## config.mk

```make
export PLATFORM = sky130hd
export DESIGN_NAME = ex_stage_mc_flat
export DESIGN_NICKNAME = d
export VERILOG_FILES = /design/src/rtl/ex_stage_mc_if.sv /design/src/rtl/ex_stage_mc.sv /design/src/flat_wrapper.sv
export SDC_FILE = /design/constraint.sdc
export NUM_CORES = 2
export LEC_CHECK = 0
export BUFFER_PORTS_ARGS = -buffer_cell sky130_fd_sc_hd__buf_2
export CORE_MARGIN = 2
export CORE_UTILIZATION = 45
export DETAILED_ROUTE_END_ITERATION = 6
export GPL_TIMING_DRIVEN = 0
export SETUP_SLACK_MARGIN = 0.15
export SYNTH_ARGS = -nofsm -noshare
export SYNTH_HDL_FRONTEND = slang
export SYNTH_SLANG_ARGS = --single-unit
```

## constraint.sdc

```tcl
create_clock -name clk -period 9.9 [get_ports clk]
set_clock_uncertainty 0.15 [all_clocks]
set_input_delay 0.99 -clock clk [delete_from_list [all_inputs] [get_ports clk]]
set_output_delay 0.99 -clock clk [all_outputs]
set_load 0.02 [all_outputs]
```

## src/rtl/ex_stage_mc_if.sv

```systemverilog
// ex_stage_mc_if: groups the ID/EX-side operand, control and forwarding inputs together with
// the registered EX/MEM outputs of ex_stage_mc.
//   master: pipeline side (drives instruction/forward/flush, reads stall and results)
//   slave : execute stage (ex_stage_mc)
// Signals:
//   id_valid, rs1_data, rs2_data, immediate, alu_src, alu_op, is_muldiv, muldiv_op,
//   forward_a, forward_b, alu_result_mem, wb_data, flush  -> into EX
//   ex_stall, result, result_valid, zero_flag, rs2_fwd     -> out of EX
interface ex_stage_mc_if #(
    parameter int unsigned XLEN = 32
) ();
    logic            id_valid;
    logic [XLEN-1:0] rs1_data;
    logic [XLEN-1:0] rs2_data;
    logic [XLEN-1:0] immediate;
    logic            alu_src;
    logic [3:0]      alu_op;
    logic            is_muldiv;
    logic [2:0]      muldiv_op;
    logic [1:0]      forward_a;
    logic [1:0]      forward_b;
    logic [XLEN-1:0] alu_result_mem;
    logic [XLEN-1:0] wb_data;
    logic            flush;
    logic            ex_stall;
    logic [XLEN-1:0] result;
    logic            result_valid;
    logic            zero_flag;
    logic [XLEN-1:0] rs2_fwd;

    modport master (
        output id_valid, rs1_data, rs2_data, immediate, alu_src, alu_op, is_muldiv, muldiv_op,
               forward_a, forward_b, alu_result_mem, wb_data, flush,
        input  ex_stall, result, result_valid, zero_flag, rs2_fwd
    );

    modport slave (
        input  id_valid, rs1_data, rs2_data, immediate, alu_src, alu_op, is_muldiv, muldiv_op,
               forward_a, forward_b, alu_result_mem, wb_data, flush,
        output ex_stall, result, result_valid, zero_flag, rs2_fwd
    );
endinterface

```

## src/rtl/ex_stage_mc.sv

```systemverilog
// ex_stage_mc: execute stage with operand forwarding, single-cycle integer ALU and an iterative
// RV32M unit (shift-add multiply, restoring divide on magnitudes, sign fix-up at the end).
// Results are registered (EX/MEM register). ex_stall holds the front end while a mul/div runs.
// Ports:
//   clk, rst_n : clock, asynchronous active-low reset
//   bus        : ex_stage_mc_if.slave (instruction, forwarding, flush in; stall/results out)
// Optional build macro EX_MULDIV_EARLY_EN: divide-by-zero, signed overflow and multiply by a
// zero operand skip the iterations (1 stall cycle). Undefined: fixed XLEN+1 stall cycles.
module ex_stage_mc #(
    parameter int unsigned XLEN = 32
) (
    input logic          clk,
    input logic          rst_n,
    ex_stage_mc_if.slave bus
);
    localparam int unsigned CNT_W = $clog2(XLEN) + 1;
    localparam int unsigned SH_W  = $clog2(XLEN);

    typedef enum logic [1:0] {StIdle, StBusy, StDone} state_e;

    state_e            state_q, state_d;
    logic [CNT_W-1:0]  cnt_q, cnt_d;
    logic [XLEN-1:0]   acc_q, acc_d;        // mul: product high half; div: partial remainder
    logic [XLEN-1:0]   lo_q, lo_d;          // mul: product low/multiplier; div: quotient/dividend
    logic [XLEN-1:0]   addend_q, addend_d;  // mul: |multiplicand|; div: |divisor|
    logic [XLEN-1:0]   regb_q, regb_d;
    logic [2:0]        op_q, op_d;
    logic              neg_quo_q, neg_quo_d; // negate product / quotient at the end
    logic              neg_rem_q, neg_rem_d;
    logic [XLEN-1:0]   result_q, result_d, rs2_fwd_q, rs2_fwd_d;
    logic              result_valid_q, result_valid_d, zero_flag_q, zero_flag_d;

    function automatic logic [XLEN-1:0] fwd(input logic [1:0] sel, input logic [XLEN-1:0] rf,
                                            input logic [XLEN-1:0] mem, input logic [XLEN-1:0] wb);
        case (sel)
            2'b01:   return mem;
            2'b10:   return wb;
            default: return rf;
        endcase
    endfunction

    logic [XLEN-1:0] op_a, reg_b, op_b, alu_res, mag_a, mag_b;
    logic [SH_W-1:0] shamt;
    logic            md_div, a_signed, b_signed, sa, sb, b_zero, start;
    logic [XLEN:0]   sum, shifted, diff;
    logic [2*XLEN-1:0] prod, prod_fix;
    logic [XLEN-1:0] quo_fix, rem_fix, md_res;

    always_comb begin
        op_a  = fwd(bus.forward_a, bus.rs1_data, bus.alu_result_mem, bus.wb_data);
        reg_b = fwd(bus.forward_b, bus.rs2_data, bus.alu_result_mem, bus.wb_data);
        op_b  = bus.alu_src ? bus.immediate : reg_b;
        shamt = op_b[SH_W-1:0];
        case (bus.alu_op)
            4'd0:    alu_res = op_a + op_b;
            4'd1:    alu_res = op_a - op_b;
            4'd2:    alu_res = op_a & op_b;
            4'd3:    alu_res = op_a | op_b;
            4'd4:    alu_res = op_a ^ op_b;
            4'd5:    alu_res = op_a << shamt;
            4'd6:    alu_res = op_a >> shamt;
            4'd7:    alu_res = $signed(op_a) >>> shamt;
            4'd8:    alu_res = {{(XLEN-1){1'b0}}, $signed(op_a) < $signed(op_b)};
            4'd9:    alu_res = {{(XLEN-1){1'b0}}, op_a < op_b};
            default: alu_res = '0;
        endcase

        // Operand signedness from funct3; MUL's low half is sign-agnostic so it runs unsigned.
        md_div   = bus.muldiv_op[2];
        a_signed = md_div ? ~bus.muldiv_op[0]
                          : (bus.muldiv_op[1:0] == 2'b01) || (bus.muldiv_op[1:0] == 2'b10);
        b_signed = md_div ? ~bus.muldiv_op[0] : (bus.muldiv_op[1:0] == 2'b01);
        sa       = a_signed & op_a[XLEN-1];
        sb       = b_signed & reg_b[XLEN-1];
        mag_a    = sa ? -op_a : op_a;
        mag_b    = sb ? -reg_b : reg_b;
        b_zero   = (reg_b == '0);
        start    = (state_q == StIdle) & bus.id_valid & bus.is_muldiv & ~bus.flush;

        sum      = {1'b0, acc_q} + (lo_q[0] ? {1'b0, addend_q} : '0);
        shifted  = {acc_q, lo_q[XLEN-1]};
        diff     = shifted - {1'b0, addend_q};

        prod     = {acc_q, lo_q};
        prod_fix = neg_quo_q ? -prod : prod;
        quo_fix  = neg_quo_q ? -lo_q : lo_q;
        rem_fix  = neg_rem_q ? -acc_q : acc_q;
        case (op_q)
            3'd0:       md_res = prod_fix[XLEN-1:0];
            3'd1, 3'd2, 3'd3: md_res = prod_fix[2*XLEN-1:XLEN];
            3'd4, 3'd5: md_res = quo_fix;
            default:    md_res = rem_fix;
        endcase
    end

    always_comb begin
        state_d        = state_q;
        cnt_d          = cnt_q;
        acc_d          = acc_q;
        lo_d           = lo_q;
        addend_d       = addend_q;
        regb_d         = regb_q;
        op_d           = op_q;
        neg_quo_d      = neg_quo_q;
        neg_rem_d      = neg_rem_q;
        result_d       = result_q;
        rs2_fwd_d      = rs2_fwd_q;
        zero_flag_d    = zero_flag_q;
        result_valid_d = 1'b0;

        unique case (state_q)
            StIdle: begin
                if (start) begin
                    state_d   = StBusy;
                    cnt_d     = '0;
                    acc_d     = '0;
                    addend_d  = md_div ? mag_b : mag_a;
                    lo_d      = md_div ? mag_a : mag_b;
                    regb_d    = reg_b;
                    op_d      = bus.muldiv_op;
                    // A zero divisor yields all-ones regardless of sign, so never negate it.
                    neg_quo_d = (sa ^ sb) & ~(md_div & b_zero);
                    neg_rem_d = sa;
`ifdef EX_MULDIV_EARLY_EN
                    if (md_div && b_zero) begin
                        lo_d    = '1;
                        acc_d   = mag_a;
                        state_d = StDone;
                    end else if (md_div && !bus.muldiv_op[0] && reg_b == '1 &&
                                 op_a == {1'b1, {(XLEN-1){1'b0}}}) begin
                        // |dividend| already sits in lo with a zero remainder: quotient is it.
                        state_d = StDone;
                    end else if (!md_div && (op_a == '0 || b_zero)) begin
                        lo_d    = '0;
                        state_d = StDone;
                    end
`endif
                end else if (bus.id_valid && !bus.is_muldiv && !bus.flush) begin
                    result_d       = alu_res;
                    zero_flag_d    = (alu_res == '0);
                    rs2_fwd_d      = reg_b;
                    result_valid_d = 1'b1;
                end
            end
            StBusy: begin
                if (op_q[2]) begin
                    if (!diff[XLEN]) begin
                        acc_d = diff[XLEN-1:0];
                        lo_d  = {lo_q[XLEN-2:0], 1'b1};
                    end else begin
                        acc_d = shifted[XLEN-1:0];
                        lo_d  = {lo_q[XLEN-2:0], 1'b0};
                    end
                end else begin
                    acc_d = sum[XLEN:1];
                    lo_d  = {sum[0], lo_q[XLEN-1:1]};
                end
                cnt_d = cnt_q + CNT_W'(1);
                if (cnt_q == CNT_W'(XLEN - 1)) state_d = StDone;
            end
            StDone: begin
                state_d = StIdle;
                if (!bus.flush) begin
                    result_d       = md_res;
                    zero_flag_d    = (md_res == '0);
                    rs2_fwd_d      = regb_q;
                    result_valid_d = 1'b1;
                end
            end
            default: state_d = StIdle;
        endcase

        if (bus.flush) state_d = StIdle;
    end

    always_ff @(posedge clk or negedge rst_n) begin
        if (!rst_n) begin
            state_q        <= StIdle;
            cnt_q          <= '0;
            acc_q          <= '0;
            lo_q           <= '0;
            addend_q       <= '0;
            regb_q         <= '0;
            op_q           <= '0;
            neg_quo_q      <= 1'b0;
            neg_rem_q      <= 1'b0;
            result_q       <= '0;
            rs2_fwd_q      <= '0;
            result_valid_q <= 1'b0;
            zero_flag_q    <= 1'b0;
        end else begin
            state_q        <= state_d;
            cnt_q          <= cnt_d;
            acc_q          <= acc_d;
            lo_q           <= lo_d;
            addend_q       <= addend_d;
            regb_q         <= regb_d;
            op_q           <= op_d;
            neg_quo_q      <= neg_quo_d;
            neg_rem_q      <= neg_rem_d;
            result_q       <= result_d;
            rs2_fwd_q      <= rs2_fwd_d;
            result_valid_q <= result_valid_d;
            zero_flag_q    <= zero_flag_d;
        end
    end

    // Gated by rst_n so the front end is never held while the block is in reset.
    assign bus.ex_stall     = rst_n & (start | (state_q == StBusy));
    assign bus.result       = result_q;
    assign bus.result_valid = result_valid_q;
    assign bus.zero_flag    = zero_flag_q;
    assign bus.rs2_fwd      = rs2_fwd_q;
endmodule

```

## src/flat_wrapper.sv

```systemverilog
// flat-port wrapper written by rule: the top's interface ports become plain ports
module ex_stage_mc_flat 
#(
    parameter int unsigned XLEN = 32
)
  (clk, rst_n, bus_id_valid, bus_rs1_data, bus_rs2_data, bus_immediate, bus_alu_src, bus_alu_op, bus_is_muldiv, bus_muldiv_op, bus_forward_a, bus_forward_b, bus_alu_result_mem, bus_wb_data, bus_flush, bus_ex_stall, bus_result, bus_result_valid, bus_zero_flag, bus_rs2_fwd);
  ex_stage_mc_if #(.XLEN(XLEN)) bus_i ();
  input logic clk;
  input logic rst_n;
  input wire logic [$bits(bus_i.id_valid)-1:0] bus_id_valid;
  input wire logic [$bits(bus_i.rs1_data)-1:0] bus_rs1_data;
  input wire logic [$bits(bus_i.rs2_data)-1:0] bus_rs2_data;
  input wire logic [$bits(bus_i.immediate)-1:0] bus_immediate;
  input wire logic [$bits(bus_i.alu_src)-1:0] bus_alu_src;
  input wire logic [$bits(bus_i.alu_op)-1:0] bus_alu_op;
  input wire logic [$bits(bus_i.is_muldiv)-1:0] bus_is_muldiv;
  input wire logic [$bits(bus_i.muldiv_op)-1:0] bus_muldiv_op;
  input wire logic [$bits(bus_i.forward_a)-1:0] bus_forward_a;
  input wire logic [$bits(bus_i.forward_b)-1:0] bus_forward_b;
  input wire logic [$bits(bus_i.alu_result_mem)-1:0] bus_alu_result_mem;
  input wire logic [$bits(bus_i.wb_data)-1:0] bus_wb_data;
  input wire logic [$bits(bus_i.flush)-1:0] bus_flush;
  output wire logic [$bits(bus_i.ex_stall)-1:0] bus_ex_stall;
  output wire logic [$bits(bus_i.result)-1:0] bus_result;
  output wire logic [$bits(bus_i.result_valid)-1:0] bus_result_valid;
  output wire logic [$bits(bus_i.zero_flag)-1:0] bus_zero_flag;
  output wire logic [$bits(bus_i.rs2_fwd)-1:0] bus_rs2_fwd;
  assign bus_i.id_valid = bus_id_valid;
  assign bus_i.rs1_data = bus_rs1_data;
  assign bus_i.rs2_data = bus_rs2_data;
  assign bus_i.immediate = bus_immediate;
  assign bus_i.alu_src = bus_alu_src;
  assign bus_i.alu_op = bus_alu_op;
  assign bus_i.is_muldiv = bus_is_muldiv;
  assign bus_i.muldiv_op = bus_muldiv_op;
  assign bus_i.forward_a = bus_forward_a;
  assign bus_i.forward_b = bus_forward_b;
  assign bus_i.alu_result_mem = bus_alu_result_mem;
  assign bus_i.wb_data = bus_wb_data;
  assign bus_i.flush = bus_flush;
  assign bus_ex_stall = bus_i.ex_stall;
  assign bus_result = bus_i.result;
  assign bus_result_valid = bus_i.result_valid;
  assign bus_zero_flag = bus_i.zero_flag;
  assign bus_rs2_fwd = bus_i.rs2_fwd;
  ex_stage_mc #(.XLEN(XLEN)) u_core (.clk(clk), .rst_n(rst_n), .bus(bus_i));
endmodule
```

; ---- Word-level counts from Yosys, hierarchy flattened
; Cells that the tools add are included.
[word_totals]
reg_bits = 207
output_inout_bits = 67
[classes]
n_addsub = 10
n_eq_ne = 29
n_mux = 45
reduce_logical = 19
n_shift = 3
bitwise_logic = 16
n_lt_le_gt_ge = 2
[ops]
columns = cell, n
row1 = $mux 32, 19
row2 = $pmux 32 s2, 6
row3 = $pmux 32 s10, 1
row4 = $neg 32->32, 4
row5 = $logic_not 32->1, 3
row6 = $pmux 32 s3, 1
row7 = $lt 32x32->1, 2
row8 = $mux 64, 1
row9 = $neg 64->64, 1
row10 = $add 32x33->33, 1
row11 = $sub 33x32->33, 1
row12 = $add 32x32->32, 1
row13 = $and 32x32->32, 1
row14 = $or 32x32->32, 1
row15 = $shl 32x5->32, 1
row16 = $shr 32x5->32, 1
row17 = $sshr 32x5->32, 1
row18 = $sub 32x32->32, 1
row19 = $xor 32x32->32, 1
row20 = $eq 4x3->1 const B, 4
row21 = $pmux 6 s2, 1
row22 = $mux 1, 9
row23 = $and 1x1->1, 8
row24 = $eq 2x1->1 const B, 4
row25 = 30 further kinds, 50

; ---- Depth between registers and ports, before layout
[logic_depth]
ltp_word = 9
depth_mapped = 23

; ---- Least setup slack after synthesis
; Ideal clock, no wire load.
[synth_timing]
path_kind = input-to-reg
from = input bus_forward_b[0]
to = register u_core.zero_flag_q, in the netlist u_core.bus.zero_flag
slack_ns = 3.788
setup_time_ns = 0.076
t_required_ns = 9.674
t_arrival_ns = 5.885
stages = 22
path_buffers = 5
path_cell_list = inv_1 ha_1 buf_2 a221oi_1 o31a_1 clkbuf_1 clkbuf_1 buf_1 ha_1 buf_2 a21oi_1 nor2_1 o31ai_4 nand3_1 and3_1 or4_4 a41o_1 and3_1 o31ai_1 o2111ai_1 or3_1 o21ai_1
[synth_between]
elab_chain_len = 9
word_cells_on_any_way = 19
cone_classes = add/sub: 2 / order compare: 2 / eq/ne: 2 / shift: 3 / mux: 6 / bitwise: 3 / reduce/logical: 1
[synth_lines]
columns = item, line_no
row1 = "start, declared", flat_wrapper.sv:19  ; input wire logic [$bits(bus_i.forward_b)-1:0] bus_forward_b;
row2 = $eq 2x2->1 or $eq 2x1->1 (tied branches), ex_stage_mc.sv:35  ; case (sel)
row3 = $pmux 32 s2 (*), ex_stage_mc.sv:35
row4 = $mux 32 (*), ex_stage_mc.sv:52  ; op_b = bus.alu_src ? bus.immediate : reg_b;
row5 = "$sub 32x32->32, or another cell as far along", ex_stage_mc.sv:56  ; 4'd1: alu_res = op_a - op_b;
row6 = $pmux 32 s10 (*), ex_stage_mc.sv:54  ; case (bus.alu_op)
row7 = $logic_not 32->1 (*), ex_stage_mc.sv:140  ; zero_flag_d = (alu_res == '0);
row8 = $mux 1 (*), ex_stage_mc.sv:138  ; end else if (bus.id_valid && !bus.is_muldiv && !bus.flush) begin
row9 = $mux 1 (*), ex_stage_mc.sv:113  ; if (start) begin
row10 = $pmux 1 s2 (*), ex_stage_mc.sv:111  ; unique case (state_q)
row11 = "end signal, assigned", ex_stage_mc.sv:204  ; zero_flag_q <= zero_flag_d;
row12 = "end, declared", ex_stage_mc.sv:31  ; logic result_valid_q, result_valid_d, zero_flag_q, zero_flag_d;
; Mark *: on every way between the ends. The rest lies on a longest branch, timed or not. The select of a mux whose other input is x is not followed.
; A chain may end at the register's enable or synchronous reset.

; ---- Final worst setup path
[layout_timing]
from = input bus_forward_b[0]
to = register u_core.result_q[30], in the netlist u_core.bus.result[30]
[layout_between]
elab_chain_len = 8
word_cells_on_any_way = 16
cone_classes = add/sub: 2 / eq/ne: 2 / shift: 3 / mux: 6 / bitwise: 3
[layout_lines]
columns = item, line_no
row1 = $eq 2x2->1 or $eq 2x1->1 (tied branches), ex_stage_mc.sv:35
row2 = $pmux 32 s2 (*), ex_stage_mc.sv:35
row3 = $mux 32 (*), ex_stage_mc.sv:52
row4 = "$sub 32x32->32, or another cell as far along", ex_stage_mc.sv:56
row5 = $pmux 32 s10 (*), ex_stage_mc.sv:54
row6 = $mux 32 (*), ex_stage_mc.sv:138
row7 = $mux 32 (*), ex_stage_mc.sv:113
row8 = $pmux 32 s2 (*), ex_stage_mc.sv:111
row9 = "end signal, assigned", ex_stage_mc.sv:201  ; result_q <= result_d;
row10 = "end, declared", ex_stage_mc.sv:30  ; logic [XLEN-1:0] result_q, result_d, rs2_fwd_q, rs2_fwd_d;
; Marked as above.

==> results_dict.tcl <==
set metrics [dict create \
    path_buf_inv 8 \
    utilization_pct 50.56 \
    synth_area_um2 27280 \
    finalCriticalPeriod_ps 8504 \
    reg2reg_from "u_core.lo_q[0]" \
    fillers 6298 \
    crit_family "compound AO/OA/AOI/OAI gates" \
    gr-total-overflow 0 \
    path_clk_slew_ps 60 \
    cellPowerDensity_nw_per_um2 238.2 \
    dr.pass1.iters 7 \
    setup_viol 0 \
    ys_seq_area_share_pct 18.99 \
    failed_checks "design-rule violations" \
    grt_max_degree 109 \
    yosys_warnings 0 \
    rows 90 \
    synth_top_area_share_pct 18.99 \
    root_buffer "clkbuf_16" \
    crit_slowest_cell "buf_1" \
    io_buffer_count 241 \
    wl_um 150900 \
    cts_sinks 207 \
    synth-edff-count 0 \
    fin_nets 4413 \
    coreArea_um2 60130 \
    cp_max_fo 11 \
    syn_to_final_growth_pct 11.44 \
    first_global_vias 30870 \
    fmax_mhz 117.6 \
    cts_made_buffers 23 \
    drive_gt1_share_pct 10.53 \
    fin_setup_tns_ps 0 \
    syn_avg_cell_area_um2 7.204 \
    rsz0062_at_grt "no" \
    pin_count 244 \
    setup.worst_path.start "bus_forward_b[0]" \
    arrival_ps 8770 \
    synth_common_cells "o21ai_0, nand2_1, nor2_1" \
    hpwlAfterDp_um 121800 \
    hold_start "u_core.bus.result[15]" \
    wl_met3_um 16560 \
    ant_nets 0 \
    postCtsHoldBufs 0 \
    routedWlPerCell_um 31.07 \
    hold_path_class "reg -> reg" \
    drtIter0Drc 4701 \
    peakVddDrop_v 0.0001302 \
    critPathLaunchType "input port" \
    routabilityCongestion 1.120 \
    multiInputGateArea_um2 20340 \
    die_h_um 250.2 \
    topRoutingLayerUsed "met5" \
    drc 1 \
    clock_path_buffers 3 \
    start_util_pct 45.37 \
    synth_area_leaders "dfrtp_1, ha_1, o21ai_0, a21oi_1, nand2_1" \
    viasPerCell 6.919 \
    slew_viol_final 0 \
    reg2reg_slack_ps 4450 \
    worst_slew_pin_slew_ps 1354 \
    syn-num-nets 4142 \
    regArea_um2 5180 \
    async_flop_share_pct 100.0 \
    vias 33600 \
    ctsResizeCount 0 \
    wl_met1_um 55920 \
    yosysTopAreaCell "dfrtp_1" \
    worst_ep_required_time_ps 10160 \
    dr_wl_met2_um 64110 \
    maxCapViolations 0 \
    path_cells "buf_2 > inv_1 > ha_1 > buf_2 > a221oi_1 > o31a_1 > clkbuf_1 > clkbuf_1 > buf_1 > ha_1 > buf_2 > inv_1 > o2111ai_1 > a21oi_1 > a211oi_1 > o21a_1 > o31ai_2 > a21oi_1 > o211a_1 > o31ai_1 > o2111ai_1 > a21oi_1 > o21ai_0" \
    fp.dieW_um 250.2 \
    max_stage_delay_ps 820 \
    track_usage_pct 46.18 \
    outcome "complete, but fails checks" \
    synthFlopType "dfrtp_1" \
    critPathKind "in -> reg" \
    yosysMostFrequentCell "o21ai_0" \
    totalPowerFinal_mw 7.242 \
    relSlewSlack_pct 9.033 \
    fp.dieArea_um2 62610 \
    grt_first_pass_wirelength_um 214900 \
    ys_ff_latch 207 \
    period_share_pct 85.90 \
    hold_viol_final 0 \
    leakagePower_nw 13.04 \
    cts_tree "done" \
    ctsHtreeMaxLevel 1 \
    insertion_delay_ps 560 \
    endpoint_kind "flip-flop" \
    synth_cells 3787 \
    antenna_found_initial 5 \
    synth.distinct_cells 100 \
    post-cts-setup-buffers 0 \
]
where the power goes:
group | total [mW] | switching (mW) | internal (mW)
clock network | 1.01 | 0.394 | 0.611
logic | 4.77 | 3.14 | 1.63
registers | 1.47 | 0.380 | 1.09
total | 7.24 | 3.91 | 3.33
state kept, by name, indices dropped and copies added, names as in the netlist:
register,flops
u_core.cnt_q,6
u_core.acc_q,32
u_core.bus.zero_flag,1
u_core.bus.result,32
u_core.state_q,2
u_core.bus.result_valid,1
u_core.neg_rem_q,1
u_core.neg_quo_q,1
u_core.lo_q,32
u_core.bus.rs2_fwd,32
u_core.addend_q,32
u_core.op_q,3
u_core.regb_q,32
cell families after synthesis:
group                      count (synthesis)  synth area share [%]
AOI/OAI and AO/OA                       1484                 35.29
muxes                                    154                 5.729
and+or+nand+nor                         1162                 19.82
xor gates and xnor gates                 169                 5.426
adders and majority gates                178                 8.274
DFF                                      207                 18.99
buffers and inverters                    433                 6.472
layout make-up:
| cell class | count | share of cell area, % |
|---|---|---|
| antenna | 1 | 0.008231 |
| inverter | 150 | 1.868 |
| timing repair buffer | 246 | 4.173 |
| multi-input combinational | 3147 | 66.91 |
| sequential | 207 | 17.04 |
| buffer | 283 | 3.939 |
| clock inverter | 12 | 0.7902 |
| tap | 782 | 3.218 |
| clock buffer | 28 | 2.054 |
worst register-to-register path, delay by kind of cell (launching register included):
kind	cells	cell delay, ps
simple gates	4	1570
buf+inv	2	690
fa+ha+maj	1	270
xor+xnor	1	300
compound gates	5	1890
flops	1	460
metrics by stage:
step | std cells | instance area [µm²] | worst slack [ps] | hold slack [ps]
after floorplan | 3787 | 27280 | 3788 | 299.8
after global placement | 4810 | 29460 | 183.4 | 311.5
after detailed placement | 4814 | 29530 | 1247 | 317.3
after CTS | 4854 | 30390 | 1813 | 330.6
after global routing | 4856 | 30400 | 1188 | 344.1
final | 4856 | 30400 | 1396 | 327.7
layout by cell type, fill, tap and decap left out, drive strengths merged, types with 38 or more instances in the layout:
cell	instances
o21ai	455
nand2	392
nor2	343
buf	330
a21oi	305
clkbuf	227
dfrtp	207
ha	174
inv	147
mux2i	146
xnor2	116
nor3	82
a211oi	80
o22ai	77
a22oi	71
nand3	62
a21o	62
xor2	53
o211ai	49
a221o	46
a31oi	45
nand2b	41
a221oi	39
o31ai	38
final timing paths:
kind,depth (start not counted),endpoint
min reg2reg,1,u_core.bus.result[15]
max reg2reg,13,u_core.bus.result[30]
min,1,u_core.bus.result[15]
min in group asynchronous,1,u_core.acc_q[25]
max in group asynchronous,2,u_core.bus.result[7]
max,23,u_core.bus.result[30]
metal layers:
metal	vias to the layer above	GRT usage, %
li1	14600	-
met1	15960	56.70
met2	2463	70.34
met3	575	10.72
met4	4	34.99
met5	-	0
No activity file was read; power rests on OpenSTA's default activity.
